File: config.mk
export PLATFORM = sky130hd
export DESIGN_NAME = arbiter_grant_hold
export DESIGN_NICKNAME = d
export VERILOG_FILES = /design/src/rtl/arbiter_grant_hold.sv
export SDC_FILE = /design/constraint.sdc
export NUM_CORES = 1
export LEC_CHECK = 0
export BUFFER_PORTS_ARGS = -buffer_cell sky130_fd_sc_hd__buf_2
export CAP_MARGIN = 10
export CORE_AREA = 2 2 43 45
export DETAILED_ROUTE_END_ITERATION = 10
export DIE_AREA = 0 0 45 47
export GPL_TIMING_DRIVEN = 1
export PLACE_DENSITY = 0.78
export SYNTH_ARGS = -nofsm -noshare
export SYNTH_HDL_FRONTEND = slang
export SYNTH_SLANG_ARGS = --single-unit
File: constraint.sdc
create_clock -name i_clk -period 5.49 [get_ports i_clk]
set_clock_uncertainty 0.05 [all_clocks]
set_input_delay 0 -clock i_clk [delete_from_list [all_inputs] [get_ports i_clk]]
set_output_delay 0 -clock i_clk [all_outputs]
set_load 0.03 [all_outputs]
File: src/rtl/arbiter_grant_hold.sv
// Grant-hold stage behind a round-robin arbiter.
// It captures a one-hot registered grant and holds it until the granted client
// acks, or until a bounded timeout expires. While it holds, it blocks the arbiter.
//
// Handshake: there is no valid/ready pair here. A grant is offered on i_gnt for
// one cycle and accepted only in IDLE. It counts only if exactly one bit is set.
// The hold is released by the held client's i_ack, which is sampled only in HOLD.
// Acks from any other client are ignored.
module arbiter_grant_hold #(
   parameter  int CLIENTS = 4,
   parameter  int TIMEOUT = 16,
   localparam int IW      = $clog2(CLIENTS),
   localparam int CW      = $clog2(TIMEOUT) + 1
) (
   input  logic               i_clk,
   input  logic               i_rst_n,
   input  logic [CLIENTS-1:0] i_gnt,
   input  logic [CLIENTS-1:0] i_ack,
   output logic               o_block_arb,
   output logic [CLIENTS-1:0] o_gnt_hold,
   output logic [IW-1:0]      o_gnt_id,
   output logic               o_gnt_valid,
   output logic               o_timeout,
   output logic               o_err,
   output logic [1:0]         o_dbg_state
);

   localparam logic [1:0] S_IDLE    = 2'd0;
   localparam logic [1:0] S_HOLD    = 2'd1;
   localparam logic [1:0] S_RELEASE = 2'd2;

   localparam logic [CW-1:0]      CNT_LAST = CW'(TIMEOUT - 1);
   localparam logic [CLIENTS-1:0] GNT_ONE  = {{(CLIENTS-1){1'b0}}, 1'b1};

   logic [1:0]         r_state;
   logic [1:0]         w_state_nxt;
   logic [CW-1:0]      r_cnt;
   logic [CLIENTS-1:0] r_gnt_hold;
   logic [IW-1:0]      r_gnt_id;
   logic               r_gnt_valid;
   logic               r_timeout;
   logic               r_err;

   logic               w_gnt_any;
   logic               w_gnt_onehot;
   logic [CLIENTS-1:0] w_gnt_dec;
   logic [IW-1:0]      w_gnt_idx;
   logic               w_ack_hit;
   logic               w_cnt_last;
   logic               w_release;

   assign w_gnt_any    = |i_gnt;
   assign w_gnt_dec    = i_gnt - GNT_ONE;
   // A nonzero vector is one-hot when clearing its lowest set bit leaves zero.
   assign w_gnt_onehot = w_gnt_any && ((i_gnt & w_gnt_dec) == '0);
   assign w_ack_hit    = i_ack[r_gnt_id];
   assign w_cnt_last   = (r_cnt == CNT_LAST);
   // The hold ends on the held client's ack or on the last allowed cycle.
   // When both happen in the same cycle, the ack wins.
   assign w_release    = w_ack_hit || w_cnt_last;

   // The arbiter stays blocked from the grant cycle itself until we are back in IDLE.
   assign o_block_arb  = (r_state != S_IDLE) || w_gnt_any;

   assign o_gnt_hold   = r_gnt_hold;
   assign o_gnt_id     = r_gnt_id;
   assign o_gnt_valid  = r_gnt_valid;
   assign o_timeout    = r_timeout;
   assign o_err        = r_err;
   assign o_dbg_state  = r_state;

   // Binary index of the incoming grant. It is only used when the grant is one-hot.
   always_comb begin
      w_gnt_idx = '0;
      for (int i = 0; i < CLIENTS; i++) begin
         if (i_gnt[i]) w_gnt_idx = IW'(i);
      end
   end

   // Next-state logic: IDLE -> HOLD on a legal grant, HOLD -> RELEASE, RELEASE -> IDLE.
   always_comb begin
      w_state_nxt = r_state;
      case (r_state)
         S_IDLE:    if (w_gnt_onehot) w_state_nxt = S_HOLD;
         S_HOLD:    if (w_release)    w_state_nxt = S_RELEASE;
         S_RELEASE: w_state_nxt = S_IDLE;
         default:   w_state_nxt = S_IDLE;
      endcase
   end

   // State register.
   always_ff @(posedge i_clk or negedge i_rst_n) begin
      if (!i_rst_n) r_state <= S_IDLE;
      else          r_state <= w_state_nxt;
   end

   // Held grant, index and hold-cycle counter.
   // The index is kept through RELEASE for debug visibility.
   always_ff @(posedge i_clk or negedge i_rst_n) begin
      if (!i_rst_n) begin
         r_gnt_hold  <= '0;
         r_gnt_id    <= '0;
         r_gnt_valid <= 1'b0;
         r_cnt       <= '0;
      end else begin
         case (r_state)
            S_IDLE: begin
               if (w_gnt_onehot) begin
                  r_gnt_hold  <= i_gnt;
                  r_gnt_id    <= w_gnt_idx;
                  r_gnt_valid <= 1'b1;
                  r_cnt       <= '0;
               end
            end
            S_HOLD: begin
               if (w_release) begin
                  r_gnt_hold  <= '0;
                  r_gnt_valid <= 1'b0;
               end else if (!w_cnt_last) begin
                  r_cnt <= r_cnt + CW'(1);
               end
            end
            default: begin
               r_gnt_hold  <= '0;
               r_gnt_valid <= 1'b0;
            end
         endcase
      end
   end

   // Single-cycle status pulses.
   // Timeout fires when the hold expires without an ack.
   // Error fires on any grant that cannot be accepted.
   always_ff @(posedge i_clk or negedge i_rst_n) begin
      if (!i_rst_n) begin
         r_timeout <= 1'b0;
         r_err     <= 1'b0;
      end else begin
         r_timeout <= (r_state == S_HOLD) && w_cnt_last && !w_ack_hit;
         r_err     <= (r_state == S_IDLE) ? (w_gnt_any && !w_gnt_onehot) : w_gnt_any;
      end
   end

endmodule
==> results of run 1 <==
## tightest hold or removal path, cell delays in order
cell	delay, ns
buf_2	0.18
o31ai_1	0.10
o311ai_0	0.09
## area by class of cell
class                           count  area share, %
Multi-Input combinational cell     63           40.2
Inverter                            9           3.34
Clock buffer                        3           2.22
Tap cell                           17           2.10
Sequential cell                    15           37.1
Timing Repair Buffer               25           14.3
Clock inverter                      1          0.742
## through the flow
stage	setup slack [ns]	hold slack [ns]	total power [mW]
3_3_place_gp	3.44	-0.136	0.386
2_1_floorplan	3.47	-0.346	0.337
4_1_cts	3.34	0.0379	0.463
3_5_place_dp	3.38	-0.128	0.392
6_report	3.34	0.0613	0.458
5_1_grt	3.20	0.0823	0.493
## metal layers
layer / vias up / wire, µm / share of wire [%] / track usage (%)
li1: 369 / - / - / -
met1: 346 / 750 / 45 / 22.3
met2: 29 / 771 / 46 / 29.7
met3: 3 / 113 / 6.8 / 3.46
met4: 0 / 33 / 2.0 / 7.06
met5: - / 0 / 0 / 0
## kinds of logic (layout without fill, tap and decap cells)
logic type / count (synthesis) / count (layout)
AOI/OAI and AO/OA: 24 / 24
DFF: 15 / 15
and+or+nand+nor: 29 / 29
adders and majority gates: 3 / 3
xor gates and xnor gates: 1 / 1
muxes: 6 / 6
buffers and inverters: 13 / 38
## what timing repair did
item                                   in CTS  in global routing
endpoints found under the hold margin      19                  0
gates resized for setup                     0                  0
setup buffers                               0                  0
hold buffers                                4                  0
## cell usage after synthesis (2+ instances only)
cell	instances
a21boi_1	2
a21oi_1	4
dfrtp_1	15
ha_1	2
inv_1	9
mux2i_1	6
nand2_1	5
nand3_1	4
nor2_1	6
nor2b_1	2
o21ai_0	10
or3_1	4
## sequential cells by signal (all words and copies together), names as in the netlist
signal       flops
o_gnt_valid      1
o_timeout        1
o_dbg_state      1
o_gnt_hold       4
r_cnt            5
o_gnt_id         2
o_err            1
## final timing paths
kind / from / endpoint / slack (ns) / depth (start not counted)
min in group asynchronous: i_rst_n / o_timeout / 0.07 / 2
setup reg to reg: r_cnt[0] / r_cnt[3] / 3.34 / 8
max in group asynchronous: i_rst_n / o_gnt_hold[2] / 5.07 / 2
hold / removal: i_gnt[3] / o_gnt_id[1] / 0.06 / 3
setup / recovery: r_cnt[0] / r_cnt[3] / 3.34 / 8
hold reg to reg: o_gnt_hold[0] / o_gnt_hold[0] / 0.48 / 2
## power groups by stage
stage | clock, mW | sequential (mW) | combinational (mW)
finish | 0.0667 | 0.168 | 0.223
global route | 0.0742 | 0.173 | 0.245
CTS | 0.0698 | 0.168 | 0.225
detailed placement | 0 | 0.170 | 0.222
global placement | 0 | 0.168 | 0.217
floorplan | 0 | 0.211 | 0.126
==> results.yml, run 1 <==
power_and_ir_drop:
  internal_power_mw: 0.248
  p_sw_share_pct: 45.8
  ir_drop_v: 0.000234
  pwr-share-clk_pct: 14.6
  p_switching_mw: 0.210
  combPwrFrac_pct: 48.8
  p_per_area_nw_per_um2: 452
  power_leakage_nw: 0.498
  seq_power_share_pct: 36.7
clocking:
  cts.sinks: 15
  clockRootBuffer: "clkbuf_4"
  clkLatencyLatePin_ns: 0.29
  cts.htree.levels: 1
  cts_inserted_buffers: 3
  clkTransAtPathRegs_ns: 0.10
  clockBufferDepth: 2
  cts_tree: "done"
synth:
  synth_area_leader_cell: "dfrtp_1"
  synth_edf_count: 0
  synth-adder-area-share_pct: 4.15
  synthFlopType: "dfrtp_1"
  synthSimpleGateAreaFrac_pct: 17.8
  synth_top_family_by_area: "compound AO/OA/AOI/OAI gates"
  async_flop_share_pct: 100
  synth.mux.area_fraction_pct: 7.12
  synth_compound_area_share_pct: 18.1
  avgSynthCellArea_um2: 9.27
  synth_warnings: 0
  synth_area_um2: 843
  yosysUniqueCellTypes: 34
  synthXorXnorAreaFrac_pct: 1.04
  synthTopCellsByArea: "dfrtp_1, mux2i_1, o21ai_0"
  syn_nets: 103
  ys_seq_elements: 15
  synth-seq-area-share_pct: 44.5
  yosysTopAreaCellShare_pct: 44.5
  syn_inst: 91
cells_and_area:
  nets: 129
  finalNonFillerCells: 133
  layout_commonest_cell: "buf_2"
  regArea_um2: 375
  num_antenna_cells: 0
  fin_util_pct: 61.3
  design_area_um2: 1010
  fill_cells: 141
  layout-drive-gt1-share_pct: 24.1
  final_cell_mix: "buf_2, dfrtp_1, o21ai_0, inv_1"
  multi_input_area_um2: 407
  area_growth_pct: 20.0
detailed_routing:
  dr.pass1.iters: 4
  postRouteAntennaNets: 0
  wl_per_cell_um: 12.5
  vias: 747
  drc: 0
  first_iter_violations: 26
  routed_wl_um: 1670
  vias_per_cell: 5.62
worst_setup_path:
  worstSetupStartpointType: "flip-flop"
  arrival_ns: 2.33
  end_kind: "flip-flop"
  cp_top_family: "simple AND/OR/NAND/NOR gates"
  slowest_delay_ns: 0.42
  worstPathRequired_ns: 5.67
  crit_buf_inv: 0
  path_cells: "ha_1, and3_1, ha_1, nor2_1, nand3b_1, a32o_2, or3_1, a21boi_1"
  slowest_stage: "dfrtp_1"
  path_max_fanout: 7
  cpMostUsedCell: "ha_1"
  crit_type: "flip-flop to flip-flop"
global_routing:
  grt_max_degree: 16
  track_usage_pct: 17.6
  antenna_found_initial: 0
  grt-ovfl-total: 0
  grt_pass1_vias: 602
  grt_pass1_wl_um: 2620
die:
  boundaryPins: 22
  dieArea_um2: 2120
  start_util_pct: 51.1
  core-area_um2: 1650
  row_count: 15
  die_w_um: 45
  fp.dieH_um: 47
sta:
  max_clock_freq_mhz: 465
  hold_viol: 0
  tns_ns: 0
  drv_slew: 0
  setup_viol: 0
  tightest_slew_ns: 0.430
  post-route-period-util_pct: 39.2
  max-slew-margin-rel_pct: 71.3
  rsz0062_at_grt: "false"
  min_period_ns: 2.15
flow_run:
  drv_cap: 0
hold_path:
  worstHoldPathType: "input port to flip-flop"
place:
  placed_cells: 125
  portBuffers: 21
  gp_congestion: 0.788
  place_hpwl_um: 1260
  place_area_um2: 942
run_status:
  status: "finished, final reports clean"
Power figures use the tool's default switching activity.
==> run 2: changes to the inputs <==
Settings changed: CORE_AREA 2 2 43 45 to 2 2 47 49, DIE_AREA 0 0 45 47 to 0 0 49 51, PLACE_DENSITY 0.78 to 0.69.
Clock period 5.49 ns to 1.9 ns, I/O delays scaled along.
==> results.yml, run 2 (synthesis gave the netlist of run 1 again) <==
hold_path:
  hold_start: "i_gnt[1]"
  holdPathEnd: "o_gnt_hold[1]"
  worstHoldPathType: "input port to flip-flop"
  whs_path_depth: 3
cells_and_area:
  design_area_um2: 1120
  area_growth_pct: 32.3
  regMostFlops: "r_cnt"
  num_antenna_cells: 0
  layout_commonest_cell: "buf_2"
  nets: 136
  layout-drive-gt1-share_pct: 33.3
  final_cell_mix: "buf_2, dfrtp_1, inv_1, o21ai_0, buf_4"
  fin_util_pct: 54.1
  largest_reg_flops: 5
worst_setup_path:
  slowest_stage: "dfrtp_1"
  r2r-start: "r_cnt[1]"
  path_max_fanout: 6
  slowest_delay_ns: 0.40
  path_cells: "ha_2, and3_4, ha_4, nor2_4, nand3b_1, a32o_2, or3_1, a21boi_1"
  ff2ff_path_depth: 8
  rr_endpoint: "r_cnt[2]"
  cp_top_family: "simple AND/OR/NAND/NOR gates"
  regToRegSetupSlack_ns: -0.05
  crit_type: "flip-flop to flip-flop"
  worstSetupStartpointType: "flip-flop"
  end_kind: "flip-flop"
  arrival_ns: 2.12
  worstPathRequired_ns: 2.07
  crit_buf_inv: 0
global_routing:
  antenna_found_initial: 0
  track_usage_pct: 17.1
  grt_pass1_vias: 753
  grt_pass1_wl_um: 3330
  grt_max_degree: 16
  grt-ovfl-total: 0
place:
  place_area_um2: 1000
  gp_congestion: 0.815
  place_hpwl_um: 1350
  post-place-ws_ns: -0.0552
  portBuffers: 21
run_status:
  status: "complete, but fails checks"
  violations: "setup timing"
detailed_routing:
  postRouteAntennaNets: 0
  routed_wl_um: 1870
  dr.pass1.iters: 4
  vias_per_cell: 4.99
  drc: 0
  wl_per_cell_um: 12.4
  first_iter_violations: 10
  vias: 753
power_and_ir_drop:
  ir_drop_v: 0.000779
  p_per_area_nw_per_um2: 1330
  power_leakage_nw: 0.541
clocking:
  clkLatencyLatePin_ns: 0.28
  cts.htree.levels: 1
  clockRootBuffer: "clkbuf_4"
  cts_inserted_buffers: 3
  clockBufferDepth: 2
  clkTransAtPathRegs_ns: 0.10
  cts_tree: "done"
  cts.sinks: 15
sta:
  max_clock_freq_mhz: 513
  post-route-period-util_pct: 103
  hold_viol: 0
  min_period_ns: 1.95
  setup_viol: 3
  rsz0062_at_grt: "true"
  drv_slew: 0
  setup_ws_ns: -0.0491
  max-slew-margin-rel_pct: 71.4
  tightest_slew_ns: 0.425
  worst_hold_slack_ns: 0.0190
  tns_ns: -0.117
die:
  row_count: 17
  core-area_um2: 2060
  fp.dieH_um: 51
  dieArea_um2: 2500
  die_w_um: 49
  start_util_pct: 40.9
  boundaryPins: 22
flow_run:
  drv_cap: 0
run 2: cell count changes in the layout (fill, tap and decap cells not counted), sizes merged:
cell / change
buf: +8
clkbuf: +1
clkinvlp: -1
dlygate4sd3: -1
run 2: worst max-delay path by stage:
stage	start	to	slack (ns)	cells after the start
final	r_cnt[1]	r_cnt[2]	-0.05	8
after global routing	r_cnt[1]	r_cnt[3]	-0.16	8
after CTS	r_cnt[1]	r_cnt[2]	-0.03	8
after detailed placement	r_cnt[0]	r_cnt[2]	-0.06	8
after global placement	r_cnt[0]	r_cnt[2]	-0.02	8
after floorplan	r_cnt[0]	r_cnt[2]	0.007	8
run 2: worst min-delay path, cell delays in order:
cell and delay [ns]:
buf_2 0.16, nand2_1 0.08, mux2i_1 0.06
run 2: where the power goes:
group | leakage, nW | internal [mW] | switching, mW
Clock | 0.0150 | 0.0814 | 0.106
Combinational | 0.335 | 0.341 | 0.468
Sequential | 0.192 | 0.408 | 0.0801
Total | 0.541 | 0.830 | 0.655
run 2: cell type report:
cell class                      instances  area (µm²)
Timing Repair Buffer                   32         195
Tap cell                               28        35.0
Inverter                                9        33.8
Multi-Input combinational cell         63         450
Sequential cell                        15         375
Clock buffer                            4        26.3
Fill cell                             198         947
run 2: timing repair:
action                                  4_1_cts  5_1_grt
gates cloned                                  0        0
hold buffers                                  3        0
endpoints found under the hold margin        17        0
endpoints found under the setup margin        2        5
gates resized for setup                       3        4
setup buffers                                 1        2
run 2: through the flow:
stage,power (mW),instances
final,1.48,151
after global routing,1.60,151
after CTS,1.42,149
after detailed placement,1.21,141
after global placement,1.19,141
after floorplan,0.978,91
run 2: layer usage:
metal  track usage, %  wire length [µm]  vias up
li1                 -                 -      385
met1             24.9               891      353
met2             26.3               906       15
met3             2.63                69        0
met4             4.76                 0        0
met5                0                 0        -
==> run 3: changes to the inputs <==
--- a/config.mk
+++ b/config.mk
@@ -16,2 +16,3 @@
 export SYNTH_HDL_FRONTEND = slang
 export SYNTH_SLANG_ARGS = --single-unit
+export TNS_END_PERCENT = 100
==> constraint.sdc (replaced) <==
create_clock -name i_clk -period 1.9 [get_ports i_clk]
set_clock_uncertainty 0.05 [all_clocks]
set_input_delay 0.38 -clock i_clk [delete_from_list [all_inputs] [get_ports i_clk]]
set_output_delay 0.38 -clock i_clk [all_outputs]
set_load 0.03 [all_outputs]
==> results.yml, run 3 (synthesis gave the netlist of run 1 again) <==
run_status:
  status: "complete, but fails checks"
  violations: "setup timing"
sta:
  rsz0062_at_grt: "true"
  drv_slew: 0
  setup_ws_ns: -0.0708
  min_period_ns: 1.97
  worst_hold_slack_ns: 0.342
  tightest_slew_ns: 0.476
  hold_viol: 0
  max_clock_freq_mhz: 507
  tns_ns: -0.184
  post-route-period-util_pct: 104
  max-slew-margin-rel_pct: 67.9
  setup_viol: 3
detailed_routing:
  dr.pass1.iters: 4
  postRouteAntennaNets: 0
  first_iter_violations: 22
  routed_wl_um: 1830
  vias: 767
  vias_per_cell: 5.22
  wl_per_cell_um: 12.4
  drc: 0
global_routing:
  grt_pass1_wl_um: 3240
  grt-ovfl-total: 0
  grt_pass1_vias: 741
  antenna_found_initial: 0
  track_usage_pct: 16.6
  grt_max_degree: 16
worst_setup_path:
  arrival_ns: 2.13
  worstSetupStartpointType: "flip-flop"
  crit_type: "flip-flop to flip-flop"
  regToRegSetupSlack_ns: -0.07
  ff2ff_path_depth: 8
  worstPathRequired_ns: 2.06
  path_max_fanout: 5
  end_kind: "flip-flop"
cells_and_area:
  num_antenna_cells: 0
  finalNonFillerCells: 147
  final_cell_mix: "buf_2, dfrtp_1, o21ai_0, inv_1"
  layout-drive-gt1-share_pct: 33.6
  regMostFlops: "r_cnt"
  nets: 132
  layout_commonest_cell: "buf_2"
  largest_reg_flops: 5
  area_growth_pct: 27.3
die:
  core-area_um2: 2060
  start_util_pct: 40.9
  fp.dieH_um: 51
  dieArea_um2: 2500
  row_count: 17
  boundaryPins: 22
  die_w_um: 49
place:
  post-place-ws_ns: -0.0737
  portBuffers: 21
  place_hpwl_um: 1350
  gp_congestion: 0.823
  placed_cells: 141
clocking:
  clkTransAtPathRegs_ns: 0.09
  clkLatencyLatePin_ns: 0.28
  cts.sinks: 15
  cts_tree: "done"
  clockBufferDepth: 2
  clockRootBuffer: "clkbuf_4"
  cts.htree.levels: 1
  cts_inserted_buffers: 3
power_and_ir_drop:
  p_per_area_nw_per_um2: 1340
  ir_drop_v: 0.000713
  power_leakage_nw: 0.515
hold_path:
  worstHoldPathType: "input port to flip-flop"
  whs_path_depth: 3
flow_run:
  drv_cap: 0
[run 3: per-layer routing]
layer | track usage, % | share of wire (%) | vias to the layer above
li1 | - | - | 377
met1 | 21.6 | 45 | 372
met2 | 28.3 | 50 | 16
met3 | 2.63 | 4.2 | 2
met4 | 5.71 | 0.82 | 0
met5 | 0 | 0 | -
[run 3: final timing paths]
kind                               startpoint             to
worst max-delay path                 r_cnt[0]       r_cnt[2]
worst min-delay path                 i_gnt[2]  o_gnt_hold[2]
worst max register to register       r_cnt[0]       r_cnt[2]
worst min register to register  o_gnt_hold[0]  o_gnt_hold[0]
max in group asynchronous             i_rst_n          o_err
min in group asynchronous             i_rst_n       r_cnt[0]
[run 3: layout make-up]
| class | count | area, µm² |
|---|---|---|
| inverters | 9 | 33.8 |
| well taps | 28 | 35.0 |
| multi-input cells | 63 | 443 |
| flip-flops and latches | 15 | 375 |
| fillers | 195 | 990 |
| repair buffers | 28 | 160 |
| clock buffers | 4 | 26.3 |
[run 3: worst max-delay path, stage by stage, from the launching register on]
cell and delay [ns]:
dfrtp_1 0.42, ha_2 0.20, and3_4 0.15, ha_4 0.16
nor2_4 0.09, nand3b_1 0.08, a32o_2 0.30, or3_1 0.31
a21boi_1 0.13
[run 3: metrics by stage]
stage,util (%),cell area [µm²],total power [mW]
3_3_place_gp,48.5,1000,1.19
3_5_place_dp,48.5,1000,1.21
4_1_cts,51.8,1070,1.43
5_1_grt,52.0,1070,1.54
6_report,52.0,1070,1.44
2_1_floorplan,-,851,0.978
[run 3: where the power goes]
part	switching, mW	internal (mW)
Combinational	0.452	0.313
Clock	0.104	0.0813
Sequential	0.0850	0.408
Total	0.641	0.802
[run 3: timing repair]
action | CTS | global route
pin swaps | 5 | 5
hold endpoints to repair | 15 | 0
hold buffers | 1 | 0
resized for setup | 4 | 3
setup endpoints to repair | 2 | 8
buffers inserted | 1 | 0
